**config.mk**
```make
export PLATFORM = sky130hd
export DESIGN_NAME = vend_ctrl
export DESIGN_NICKNAME = d
export VERILOG_FILES = /design/src/rtl/vend_pkg.sv /design/src/rtl/vend_ctrl.sv
export SDC_FILE = /design/constraint.sdc
export NUM_CORES = 1
export LEC_CHECK = 0
export BUFFER_PORTS_ARGS = -buffer_cell sky130_fd_sc_hd__buf_2
export CAP_MARGIN = 25
export CORE_UTILIZATION = 50
export CTS_BUF_LIST = sky130_fd_sc_hd__clkbuf_8 sky130_fd_sc_hd__clkbuf_16
export DETAILED_ROUTE_END_ITERATION = 10
export GPL_TIMING_DRIVEN = 1
export PLACE_DENSITY = 0.78
export SLEW_MARGIN = 20
export SYNTH_ARGS = -nofsm -noshare
export SYNTH_HDL_FRONTEND = slang
export SYNTH_SLANG_ARGS = --single-unit
export TNS_END_PERCENT = 20
```
**constraint.sdc**
```tcl
create_clock -name clk -period 3.1 [get_ports clk]
set_input_delay 0.31 -clock clk [delete_from_list [all_inputs] [get_ports clk]]
set_output_delay 0.31 -clock clk [all_outputs]
set_load 0.01 [all_outputs]
```
**src/rtl/vend_pkg.sv**
```systemverilog
// Shared types and constants for the vending-machine sequencer: FSM states,
// register-file indices, constant-register init values and coin encodings.
package vend_pkg;

  typedef enum logic [3:0] {
    StInit0,
    StInit1,
    StInit2,
    StInit3,
    StInit4,
    StIdle,
    StAdd,
    StVend,
    StRefund
  } state_e;

  localparam logic [3:0] R_ONE    = 4'd0;
  localparam logic [3:0] R_TEN    = 4'd1;
  localparam logic [3:0] R_HUND   = 4'd2;
  localparam logic [3:0] R_SHIFT  = 4'd3;
  localparam logic [3:0] R_CREDIT = 4'd4;

  localparam logic [9:0] INIT_ONE   = 10'd1;
  localparam logic [9:0] INIT_TEN   = 10'd10;
  localparam logic [9:0] INIT_HUND  = 10'd100;
  localparam logic [9:0] INIT_SHIFT = 10'd4;

  localparam logic [1:0] COIN_ONE  = 2'b00;
  localparam logic [1:0] COIN_TEN  = 2'b01;
  localparam logic [1:0] COIN_HUND = 2'b10;
  localparam logic [1:0] COIN_BAD  = 2'b11;

  // Constant register holding the value of a (valid) coin selection.
  function automatic logic [3:0] coin_reg(input logic [1:0] sel);
    unique case (sel)
      COIN_TEN:  coin_reg = R_TEN;
      COIN_HUND: coin_reg = R_HUND;
      default:   coin_reg = R_ONE;
    endcase
  endfunction

endpackage

```
**src/rtl/vend_ctrl.sv**
```systemverilog
// Vending sequencer: initialises the constant registers, then arbitrates coin,
// vend and cancel requests using the external register file for all credit math.
module vend_ctrl
  import vend_pkg::*;
#(
  parameter int unsigned MAX_CREDIT  = 1000,
  parameter int unsigned SCRATCH_REG = 15
) (
  input  logic       clk,
  input  logic       rst_n,
  input  logic       coin_valid,
  input  logic [1:0] coin_sel,
  input  logic       vend_req,
  input  logic [9:0] price,
  input  logic       cancel,
  output logic [3:0] rf_rw,
  output logic [3:0] rf_ra,
  output logic [3:0] rf_rb,
  output logic [9:0] rf_din,
  input  logic [9:0] rf_douta,
  input  logic [9:0] rf_doutb,
  output logic       ready,
  output logic       dispense,
  output logic       deny,
  output logic       coin_reject,
  output logic       refund_valid,
  output logic [9:0] change
);

  localparam logic [10:0] MaxCredit = 11'(MAX_CREDIT);
  localparam logic [3:0]  Scratch   = 4'(SCRATCH_REG);

  state_e      state;
  logic [1:0]  coin_sel_q;
  logic [9:0]  price_q;
  logic [10:0] sum;
  logic        add_ok;
  logic        vend_ok;

  // One extra bit so an over-limit sum is caught before anything is written.
  assign sum     = {1'b0, rf_douta} + {1'b0, rf_doutb};
  assign add_ok  = (sum <= MaxCredit);
  assign vend_ok = (rf_douta >= price_q);

  always_comb begin
    rf_rw  = Scratch;
    rf_ra  = R_CREDIT;
    rf_rb  = R_CREDIT;
    rf_din = '0;
    unique case (state)
      StInit0: begin rf_rw = R_ONE;    rf_din = INIT_ONE;   end
      StInit1: begin rf_rw = R_TEN;    rf_din = INIT_TEN;   end
      StInit2: begin rf_rw = R_HUND;   rf_din = INIT_HUND;  end
      StInit3: begin rf_rw = R_SHIFT;  rf_din = INIT_SHIFT; end
      StInit4: begin rf_rw = R_CREDIT; rf_din = '0;         end
      StAdd: begin
        rf_rb = coin_reg(coin_sel_q);
        if (add_ok) begin
          rf_rw  = R_CREDIT;
          rf_din = sum[9:0];
        end
      end
      StVend: begin
        if (vend_ok) rf_rw = R_CREDIT;
      end
      StRefund: rf_rw = R_CREDIT;
      default: ;
    endcase
  end

  always_ff @(posedge clk or negedge rst_n) begin
    if (!rst_n) begin
      state        <= StInit0;
      ready        <= 1'b0;
      dispense     <= 1'b0;
      deny         <= 1'b0;
      coin_reject  <= 1'b0;
      refund_valid <= 1'b0;
      change       <= '0;
      coin_sel_q   <= '0;
      price_q      <= '0;
    end else begin
      dispense     <= 1'b0;
      deny         <= 1'b0;
      coin_reject  <= 1'b0;
      refund_valid <= 1'b0;
      unique case (state)
        StInit0: state <= StInit1;
        StInit1: state <= StInit2;
        StInit2: state <= StInit3;
        StInit3: state <= StInit4;
        StInit4: begin
          state <= StIdle;
          ready <= 1'b1;
        end
        StIdle: begin
          if (cancel) begin
            state <= StRefund;
            ready <= 1'b0;
          end else if (vend_req) begin
            price_q <= price;
            state   <= StVend;
            ready   <= 1'b0;
          end else if (coin_valid) begin
            if (coin_sel == COIN_BAD) begin
              coin_reject <= 1'b1;
            end else begin
              coin_sel_q <= coin_sel;
              state      <= StAdd;
              ready      <= 1'b0;
            end
          end
        end
        StAdd: begin
          coin_reject <= ~add_ok;
          state       <= StIdle;
          ready       <= 1'b1;
        end
        StVend: begin
          if (vend_ok) begin
            dispense     <= 1'b1;
            refund_valid <= 1'b1;
            change       <= rf_douta - price_q;
          end else begin
            deny <= 1'b1;
          end
          state <= StIdle;
          ready <= 1'b1;
        end
        StRefund: begin
          refund_valid <= 1'b1;
          change       <= rf_douta;
          state        <= StIdle;
          ready        <= 1'b1;
        end
        default: begin
          state <= StInit0;
          ready <= 1'b0;
        end
      endcase
    end
  end

endmodule

```
==> summary by stage, run 1 <==
Yosys
The synthesized design spends more area on one cell type than any other, namely dfrtp_1. In the post-synthesis netlist, the biggest area contributors are dfrtp_1, ha_1, nor2_1. The number of synthesized register bits is 31.

After synthesis, the most frequently instantiated cells are nor2_1, nand2_1, dfrtp_1, o21ai_0, a21oi_1. A synthesized cell averages 8.149 um^2. Summed over its instances, the top area cell type makes up 30.51% of the synthesized netlist area. The synthesized netlist cell count is 312. The synthesized netlist contains 58 unique library cells. The predominant post-synthesis flop cell is dfrtp_1. During synthesis, Yosys emitted a total of 0 warnings. The cell area after synthesis is 2542 um^2. The sequential element share of the synthesized area is 30.51%. Counting flops with a built-in enable in the synthesized netlist gives 0. The most instantiated library cell after synthesis is nor2_1. The share of async-settable or async-resettable flops after synthesis is 100.0%.

Global routing
The number of antenna violations at the first check in global routing is 0. In the global route stage, overall resource usage came out at 25.57%. Entering global routing, the biggest net connects 32 pins.

The wire length of the first global-routing pass is 10340 um. Summed over all layers, the global routing overflow is 0. The number of global-route vias before repair is 2241.

Floorplan
From left edge to right edge, the die measures 73.31 um. The number of primary I/O pins is 74. The total area inside the core boundary comes to 4817 um^2. The floorplan has 25 rows. The initial utilization of the core area, before any placement, comes to 52.78%. The y dimension of the die is 73.31 um. The die covers 5374 um^2.

Timing
Setup violations remaining at the end of the flow were counted as 0. For the finished layout, the period the worst path requires is 2.997 ns. The worst-case headroom to the max-slew limit is 52.52%. Derived from the worst setup path, the maximum achievable clock frequency is 333.7 MHz.

The final worst clock skew is 0.002644 ns. At the pin with the least slew margin, the transition time is 0.7122 ns. Setup repair after global routing could not meet its margin everywhere.

The final-report max-slew violation count was 0. The share of the clock period used by the worst path is 96.67%. The final count of hold timing violations is 0.

Layout
The non-filler instance count after layout is 446. The area growth from synthesis to final layout is 20.52%. The repair_antennas step left the layout with diodes totalling 0. For this run, the post-layout net count is 437.

The fraction of layout instances using a drive strength above 1 is 27.18%.

Drt
After detailed routing, the number of remaining DRC violations is 0. Using the TritonRoute via totals, the vias-per-cell ratio works out to 5.648. The detail route stage leaves a number of antenna-violating nets equal to 0. The length of the first detailed-routing pass in iterations is 4.

The detailed router's first-iteration violation count is 144. The final wirelength is 6506 um. Summing over every cut layer, the via total after detailed routing is 2519. The detail-routed net length per standard cell is 14.59 um.

Setup path
Counting both buffers and inverters, the worst setup path holds a total of 2. Walking the worst path, the cells encountered are buf_2 > ha_1 > fa_2 > a211oi_4 > nor2_1 > o221ai_2 > nand3_2 > nor4b_4 > nor2_1 > a22o_1 > buf_2. Data arrives at the worst endpoint at 2.69 ns. STA puts the critical path data required time at 2.79 ns.

On the worst path, the slowest cell contributes a delay of 0.40 ns. The setup path with the least slack is of type input pin to output port. The library cell contributing the largest single delay on the critical path is fa_2. STA classifies the critical path startpoint as an input pin.

Among cell families on the critical path, the largest total delay comes from simple AND/OR/NAND/NOR gates. STA classifies the critical path endpoint as an output port. The largest fanout on the critical path is 4.

Worst hold path
The worst hold path belongs to the class input pin to asynchronous set/reset pin.

Power
For this design the ratio of total power to cell area is 787.3 nW/um^2. For this design the static power due to leakage is 0.001497 uW. The overall power is 2412 uW. IR analysis of the VDD net gives a maximum drop of 0.4138 mV.

Job
Across the run, the number of max-cap violations was 0.

Clock tree
The count of clock tree sinks is 31. The H-tree depth is 2. After clock tree synthesis, the clock-pin slew on the worst setup and hold paths is 0.06 ns. The total CTS buffers is 5. The maximum buffer depth of the clock tree is 2. Buffers added to address setup during post-CTS repair amount to 0.

In this run, post-CTS hold repair placed 0 buffers. The cell at the root of the clock tree is clkbuf_8. TritonCTS built the clock tree. At the later pin of the worst-skew pair, clock insertion delay measures 0.28 ns.

Placement
Summed over all nets, the half-perimeter wirelength after detailed placement is 4964 um. The number of placed instances, taps included, is 438. The number of port buffers is 68. The final RePlAce weighted congestion is 0.8623.

Run status
The run finished with clean final reports.
==> repair_timing <==
action | CTS | global route
gates resized for setup | 3 | 11
pin swaps | 0 | 4
setup endpoints to repair | 6 | 12
cloned | 0 | 0
==> per-stage QoR <==
step	hold slack (ns)	utilization, %	cell area, um^2	setup TNS (ns)	worst slack [ns]
6_report	0.07471	63.61	3064	0	0.1032
5_1_grt	0.1432	63.61	3064	-0.1358	-0.03612
4_1_cts	0.09457	62.68	3019	0	0.001164
3_5_place_dp	0.3996	60.65	2922	-0.09791	-0.03887
3_3_place_gp	0.3878	60.65	2922	0	0.07597
2_1_floorplan	0.01441	-	2554	0	0.3010
==> sequential cells by signal, indices dropped and copies added, names as in the netlist <==
| signal | flops |
|---|---|
| coin_reject | 1 |
| price_q | 10 |
| ready | 1 |
| state | 4 |
| coin_sel_q | 2 |
| deny | 1 |
| dispense | 1 |
| refund_valid | 1 |
| change | 10 |
==> worst paths after layout <==
check / start / end / slack (ns) / cells past startpoint
worst max register to register: price_q[0]$_DFFE_PN0P_ / change[8]$_DFFE_PN0P_ / 0.40 / 9
worst max-delay path: rf_douta[0] / rf_din[0] / 0.10 / 11
worst min-delay path: rst_n / coin_sel_q[0]$_DFFE_PN0P_ / 0.07 / 1
worst min register to register: coin_sel_q[1]$_DFFE_PN0P_ / coin_sel_q[1]$_DFFE_PN0P_ / 0.52 / 2
max in group asynchronous: rst_n / price_q[6]$_DFFE_PN0P_ / 2.56 / 1
min in group clk: price[0] / price_q[0]$_DFFE_PN0P_ / 0.22 / 3
==> logic make-up after synthesis <==
logic type	share of synthesized area, %
simple gates	23.33
compound gates	24.16
buf+inv	6.447
flops	30.51
fa+ha+maj	11.42
xor+xnor	3.445
other cells	0.2954
mux	0.3937
==> per-layer routing <==
layer	vias to the layer above	wire length (um)	GRT usage [%]	part of all wire [%]
li1	1240	-	-	-
met1	1181	2920	32.50	45
met2	81	3121	43.21	48
met3	17	285	3.841	4.4
met4	0	179	11.11	2.8
met5	-	0	0	0
==> power by group <==
part / leakage, uW / internal [uW] / switching (uW)
logic: 0.00106 / 609 / 777
clock network: 0.0000505 / 151 / 148
registers: 0.000387 / 578 / 150
total: 0.00150 / 1340 / 1080
==> cells in the final DEF (no fill, tap or decap), types with 2 or more instances in the layout <==
cell	instances
xnor2_1	2
a31oi_1	2
a211o_1	3
a21oi_1	21
o211ai_1	2
nand2b_1	7
nand2_1	33
and3_1	2
nor3_1	12
a21o_1	3
a22o_1	2
inv_1	18
a211oi_1	4
ha_1	19
clkbuf_8	5
xor2_1	8
nor4_1	3
nand3_1	4
o21bai_1	2
o21ai_1	6
nor4b_2	2
conb_1	5
dfrtp_1	31
nor3b_1	2
fa_2	2
or2_2	2
o21ai_0	25
nor2b_1	4
nor2_1	35
or4_1	3
o21a_1	4
buf_2	68
buf_4	5
a211oi_2	2
==> cell type report <==
type                            count  area, um^2
Fill cell                         438        1753
Multi-Input combinational cell    250        1682
Sequential cell                    31       775.7
Timing Repair Buffer               73       377.9
Tap cell                           67       83.83
Clock buffer                        5       68.82
Inverter                           17       63.81
Clock inverter                      3       12.51
Note: power is estimated with default switching activity, not from simulation.
==> run 2: changes to the inputs <==
--- a/config.mk
+++ b/config.mk
@@ -7,12 +7,12 @@
 export LEC_CHECK = 0
 export BUFFER_PORTS_ARGS = -buffer_cell sky130_fd_sc_hd__buf_2
 export CAP_MARGIN = 25
-export CORE_UTILIZATION = 50
+export CORE_UTILIZATION = 53
 export CTS_BUF_LIST = sky130_fd_sc_hd__clkbuf_8 sky130_fd_sc_hd__clkbuf_16
 export DETAILED_ROUTE_END_ITERATION = 10
 export GPL_TIMING_DRIVEN = 1
-export PLACE_DENSITY = 0.78
-export SLEW_MARGIN = 20
+export PLACE_DENSITY = 0.82
+export RECOVER_POWER = 50
 export SYNTH_ARGS = -nofsm -noshare
 export SYNTH_HDL_FRONTEND = slang
 export SYNTH_SLANG_ARGS = --single-unit
==> summary by stage, run 2 (synthesized netlist as in run 1, its figures left out) <==
Run status
The flow ran to the end, but the final reports show violations. The final reports fail on design-rule violations, max-capacitance violations, max-slew violations.

Layout
The top cell types in the final layout, fill and taps aside, are buf_2, nor2_1, nand2_1. The commonest non-fill, non-tap cell in the layout is buf_2. Compared with the post-synthesis result, the final layout area differs by 18.06%. The number of filler cells placed in the layout is 402. The fraction of layout instances using a drive strength above 1 is 21.49%.

The non-filler instance count after layout is 429. The finished layout cell area is 3002 um^2. The number of inserted diodes is 0.

The largest registers in the layout are change: 10 flops, price_q: 10 flops, state: 4 flops. The final layout contains 435 nets. Once layout is complete, the utilization of the core stands at 67.09%. In the final layout, flip-flops and latches occupy 775.7 um^2.

The area taken by multi-input logic gates is 1650 um^2.

Worst hold path
The worst hold path terminates at price_q[0]$_DFFE_PN0P_. The instance count along the most critical hold path is 3. The critical hold path startpoint is price[0]. The min-delay analysis places its worst path in the category input pin to flop.

Floorplan
In this run the count of I/O pins placed on the die edge is 74. Once the floorplan was initialized, standard cells occupied 56.82% of the core. The area of the placeable core is 4474 um^2. The die is 71.26 um wide. The die area is 5078 um^2.

The count of standard-cell rows is 24. The y dimension of the die is 71.26 um.

Clock tree
The cell at the root of the clock tree is clkbuf_8. In this run the post-CTS setup repair buffer count came out at 0. After clock tree synthesis, the clock-pin slew on the worst setup and hold paths is 0.06 ns. The clock reaches the later pin of the worst-skew pair after 0.29 ns.

The H-tree generated during clock tree synthesis spans 2 levels. The count of clock tree sinks is 31. The TritonCTS clock tree is built. The number of hold-repair buffers added at the cts stage is 0.

The longest clock path from root to sink contains 2 buffers. The total CTS buffers is 5.

Setup path
For the worst setup path, the data arrival time is 2.66 ns. Among the stages of the critical path, the cell type that occurs most often is buf_2. The worst setup path startpoint is rf_douta[0].

The stage delay of the slowest cell on the critical path is 0.40 ns. The library cell contributing the largest single delay on the critical path is fa_2. Counting both buffers and inverters, the worst setup path holds a total of 2.

Of all nets on the critical path, the largest fanout is 6. The worst-case register-to-register setup slack is 0.40 ns. The worst setup path is launched from an input pin. STA classifies the critical path endpoint as an output port. On the critical path the largest part of the delay comes from simple AND/OR/NAND/NOR gates. The worst register-to-register path begins at price_q[0]$_DFFE_PN0P_. The start-to-end type of the worst setup path is input pin to output port.

The endpoint of the lowest-slack register-to-register path is change[8]$_DFFE_PN0P_. The critical path goes through buf_2 > ha_1 > fa_2 > a211oi_4 > nor4_1 > nor4b_2 > nor2_1 > nor4b_4 > or2_4 > o22ai_1 > buf_2. At the worst endpoint, the required time is 2.79 ns. The cell count of the worst reg-to-reg path is 9.

Timing
The smallest clock period supported by the final layout is computed as 2.974 ns. Setup violations remaining at the end of the flow were counted as 0. After routing, the total negative slack on setup checks comes to 0 ns.

At the pin with the least slew margin, the transition time is 1.657 ns. Setup repair after global routing left no endpoint under its margin. The final critical path takes up 95.93% of the cycle. Across the routed clock network, the largest skew measured is 0.008766 ns.

The final worst-path setup slack is 0.1262 ns. The final-report max-slew violation count is 32. Based on the critical path, the design can be clocked at up to 336.3 MHz. The final count of hold timing violations is 0. In this run the tightest slew margin relative to its limit is -10.44%.

Global routing
The total grt overflow is 0. The number of global-route vias before repair was 2281. Entering global routing, the biggest net connects 32 pins. The first global-routing pass estimated 10480 um of wire. The number of antenna violations at the first check in global routing is 0.

Global routing used 26.31% of the available tracks across all layers.

Placement
The wire-length estimate of the detail-placed layout is 4936 um. The total placed cells including tap cells is 421. In this run the cell area measured after placement is 2888 um^2. The final RePlAce weighted congestion is 0.8503. The number of port buffers is 68. The placement-stage worst setup slack is 0.01130 ns.

Power
Across the VDD grid, the largest voltage drop is 0.4500 mV. Dividing total power by cell area gives a power density of 808.5 nW/um^2. In this run the static leakage power is 0.001430 uW.

Drt
The number of antenna-violating nets in the routed design is 0. The remaining design rule violation count is 5. Dividing the detail-routed wire length by the instance count gives 14.67 um. The total number of vias is 2524. The final layout contains routed wiring with a total length of 6293 um. In the routed layout, each cell is associated on average with a via count of 5.883. For this run, the detailed router's first-pass iteration total came to 7. In this run, the number of DRC markers left after iteration 0 of detailed routing was 149.

Job
The total of max-cap violations is 1.
[run 2: power by group]
group	switching, uW	internal, uW	total [uW]	leakage (uW)
clock network	155	202	357	0.0000505
registers	152	578	730	0.000387
logic	774	567	1340	0.000992
total	1080	1350	2430	0.00143
[run 2: metal layers]
| layer | track usage (%) | vias to the layer above | share of wire (%) |
|---|---|---|---|
| li1 | - | 1229 | - |
| met1 | 36.30 | 1181 | 45 |
| met2 | 41.06 | 95 | 46 |
| met3 | 5.907 | 19 | 5.2 |
| met4 | 8.889 | 0 | 3.0 |
| met5 | 0 | - | 0 |
[run 2: per-stage QoR]
| step | hold slack, ns | total power, uW |
|---|---|---|
| finish | 0.2075 | 2427 |
| global route | 0.2200 | 2642 |
| CTS | 0.08218 | 2428 |
| detailed placement | 0.3996 | 2047 |
| global placement | 0.3861 | 2007 |
| floorplan | 0.01441 | 1662 |
[run 2: how the worst max path moves through the flow]
stage                     slack [ns]  depth (start not counted)         to
after global placement          0.08                         11  rf_din[6]
final                           0.13                         11  rf_din[6]
after CTS                      0.006                         11  rf_din[6]
after global routing           0.003                         10   rf_rw[1]
after floorplan                 0.30                         10  rf_din[5]
after detailed placement        0.01                         11  rf_din[6]
[run 2: layout make-up]
cell class	instances	area share, %
flip-flops and latches	31	25.84
clock inverters	1	0.2501
clock buffers	7	3.210
inverters	17	2.126
well taps	52	2.168
repair buffers	71	11.42
multi-input cells	250	54.98
[run 2: what timing repair did]
action,in CTS,in global routing
cloned,0,0
endpoints found under the setup margin,3,12
pin swaps,0,1
gates resized for setup,2,6
[run 2: worst reg2reg max path, delay by kind of cell, from the launching register on]
kind                     cells  cell delay (ns)
AND/OR/NAND/NOR              2             0.44
AO/OA/AOI/OAI                5             1.09
adder cells (fa/ha/maj)      2             0.63
flip-flops                   1             0.41
==> run 3: changes to the inputs <==
--- a/config.mk
+++ b/config.mk
@@ -7,12 +7,13 @@
 export LEC_CHECK = 0
 export BUFFER_PORTS_ARGS = -buffer_cell sky130_fd_sc_hd__buf_2
 export CAP_MARGIN = 25
-export CORE_UTILIZATION = 53
+export CORE_UTILIZATION = 47
 export CTS_BUF_LIST = sky130_fd_sc_hd__clkbuf_8 sky130_fd_sc_hd__clkbuf_16
 export DETAILED_ROUTE_END_ITERATION = 10
 export GPL_TIMING_DRIVEN = 1
-export PLACE_DENSITY = 0.82
+export PLACE_DENSITY = 0.74
 export RECOVER_POWER = 50
+export REMOVE_ABC_BUFFERS = 1
 export SYNTH_ARGS = -nofsm -noshare
 export SYNTH_HDL_FRONTEND = slang
 export SYNTH_SLANG_ARGS = --single-unit
==> summary by stage, run 3 (synthesized netlist as in run 1, its figures left out) <==
Worst hold path
The class of the tightest hold or removal check is input pin to flop. The end point of the worst hold path is price_q[0]$_DFFE_PN0P_. In this run the most critical hold path is launched from price[0]. The instance count along the most critical hold path is 3.

Global routing
The pin count of the biggest net entering global routing is 32. The total grt overflow is 0. The global-route usage over all layers is 23.96%.

The number of antenna violations at the first check in global routing is 0. The wire length of the first global-routing pass is 10190 um. The number of global-route vias before repair was 2168.

Floorplan
Row generation in the floorplan step produced 26 rows. The core region is 5172 um^2. In this run the count of I/O pins placed on the die edge is 74. The floorplan step set the die width to 75.55 um. The y dimension of the die is 75.55 um. The initial core utilization is 49.15%. The die area is 5708 um^2.

Setup path
The worst setup path is launched from an input pin. For the worst setup path, the data arrival time is 2.65 ns. The endpoint of the lowest-slack register-to-register path is change[5]$_DFFE_PN0P_. The worst-case register-to-register setup slack is 0.32 ns.

Counting cells, the worst reg-to-reg path comes to 9. The startpoint of the most critical register-to-register path is price_q[0]$_DFFE_PN0P_. Data on the critical path is required at its endpoint by 2.79 ns. The start-to-end type of the worst setup path is input pin to output port. STA classifies the critical path endpoint as an output port. The largest fanout on the critical path is 4.

Timing
The final worst clock skew is 0.005534 ns. The final-report max-slew violation count is 32. Final hold analysis gives a worst-case slack of 0.2154 ns. The highest attainable clock frequency is 338.1 MHz. The share of the clock period used by the worst path is 95.42%. The final critical path time including I/O delays and setup is 2.958 ns. Setup violations remaining at the end of the flow were counted as 0. The worst-case headroom to the max-slew limit is -12.16%. After routing, the total negative slack on setup checks comes to 0 ns.

The final count of hold timing violations is 0. For the pin with the worst max-slew slack, the measured transition is 1.682 ns. Setup repair after global routing could not meet its margin everywhere.

Layout
From synthesis to final layout, the design area changed by 18.55%. After the last flow step, the layout net total stands at 436. The commonest non-fill, non-tap cell in the layout is buf_2. The finished layout holds 448 standard cells, fillers aside. The top cell types in the final layout, fill and taps aside, are buf_2, nor2_1, nand2_1. The utilization after layout is 58.27%. The finished layout cell area is 3014 um^2.

The fraction of layout instances using a drive strength above 1 is 21.43%. The largest registers in the layout are change: 10 flops, price_q: 10 flops, state: 4 flops. The repair_antennas step left the layout with diodes totalling 0.

Drt
The number of antenna-violating nets in the routed design is 0. The detail-routed net length per standard cell is 14.38 um. The first routing iteration left 123 violations. The final wirelength is 6443 um. The first detailed-routing pass ran for 5 iterations.

In the routed layout, each cell is associated on average with a via count of 5.433. The total number of vias is 2434. After detailed routing, the number of remaining DRC violations is 0.

Clock tree
The cell at the root of the clock tree is clkbuf_8. The later pin in the worst-skew pair is clocked with a latency of 0.28 ns. The H-tree depth is 2.

The total CTS buffers is 5. The number of hold-repair buffers added at the cts stage is 0. The clock edge transition at the registers on the reported setup and hold paths is 0.07 ns. The TritonCTS clock tree is built. Counting every sink on the clock net gives 31. The maximum buffer depth of the clock tree is 2.

Power
IR analysis of the VDD net gives a maximum drop of 0.3333 mV. The total power divided by cell area is 782.5 nW/um^2. Summed over all cells, the static leakage comes to 0.001429 uW.

Run status
The run finished, with violations left. The final reports fail on max-capacitance violations, max-slew violations.

Placement
The placed instances occupy a cell area of 2918 um^2. Buffers placed on the I/O ports in this run total 68. The final RePlAce weighted congestion is 0.8684. The placed wire-length estimate is 5084 um. The total placed cells including tap cells is 440.

Job
The total of max-cap violations is 1.
## run 3: cell count changes in the layout (fill, tap and decap cells not counted), sizes merged
cell / delta
inv: +1
buf: +1
clkbuf: -2
clkinv: +1
## run 3: area by class of cell
type	instances	area, um^2
Clock buffer	5	68.82
Timing Repair Buffer	72	347.8
Fill cell	492	2158
Sequential cell	31	775.7
Multi-Input combinational cell	250	1654
Clock inverter	3	16.27
Inverter	17	63.81
Tap cell	70	87.58
## run 3: critical path, stage by stage
cell	delay [ns]
buf_2	0.11
ha_1	0.24
fa_2	0.41
a211oi_4	0.29
nor2_1	0.14
o221ai_1	0.21
nand3_1	0.17
nor4b_4	0.29
nor2_1	0.11
a22o_1	0.24
buf_2	0.13
## run 3: repair_timing
item | in CTS | in global routing
endpoints found under the setup margin | 3 | 12
pin swaps | 0 | 1
gates resized for setup | 1 | 7
setup buffers | 0 | 0
## run 3: power breakdown
group          switching (uW)  leakage (uW)  internal, uW
Combinational             778      0.000996           570
Clock                     153     0.0000453           153
Sequential                126      0.000387           578
## run 3: worst max-delay path by stage
stage	startpoint	end	slack, ns	cells past startpoint
6_report	rf_douta[0]	rf_din[0]	0.14	11
5_1_grt	rf_douta[0]	rf_din[0]	-0.06	11
4_1_cts	rf_douta[0]	rf_din[5]	0.02	11
3_5_place_dp	rf_douta[0]	rf_din[5]	0.03	11
3_3_place_gp	rf_douta[0]	rf_din[5]	0.11	11
2_1_floorplan	rf_douta[0]	rf_din[5]	0.34	9
## run 3: routing by layer
metal / up-vias / global-route usage [%] / part of all wire, %
met5: - / 0 / 0
met4: 0 / 7.407 / 1.7
met3: 13 / 4.101 / 4.2
met2: 75 / 39.48 / 47
met1: 1112 / 32.23 / 47
li1: 1234 / - / -
## run 3: metrics by stage
step | power (uW) | setup WS [ns]
2_1_floorplan | 1634 | 0.3440
3_3_place_gp | 2021 | 0.1064
3_5_place_dp | 2056 | 0.03096
4_1_cts | 2371 | 0.02110
5_1_grt | 2600 | -0.06021
6_report | 2359 | 0.1419
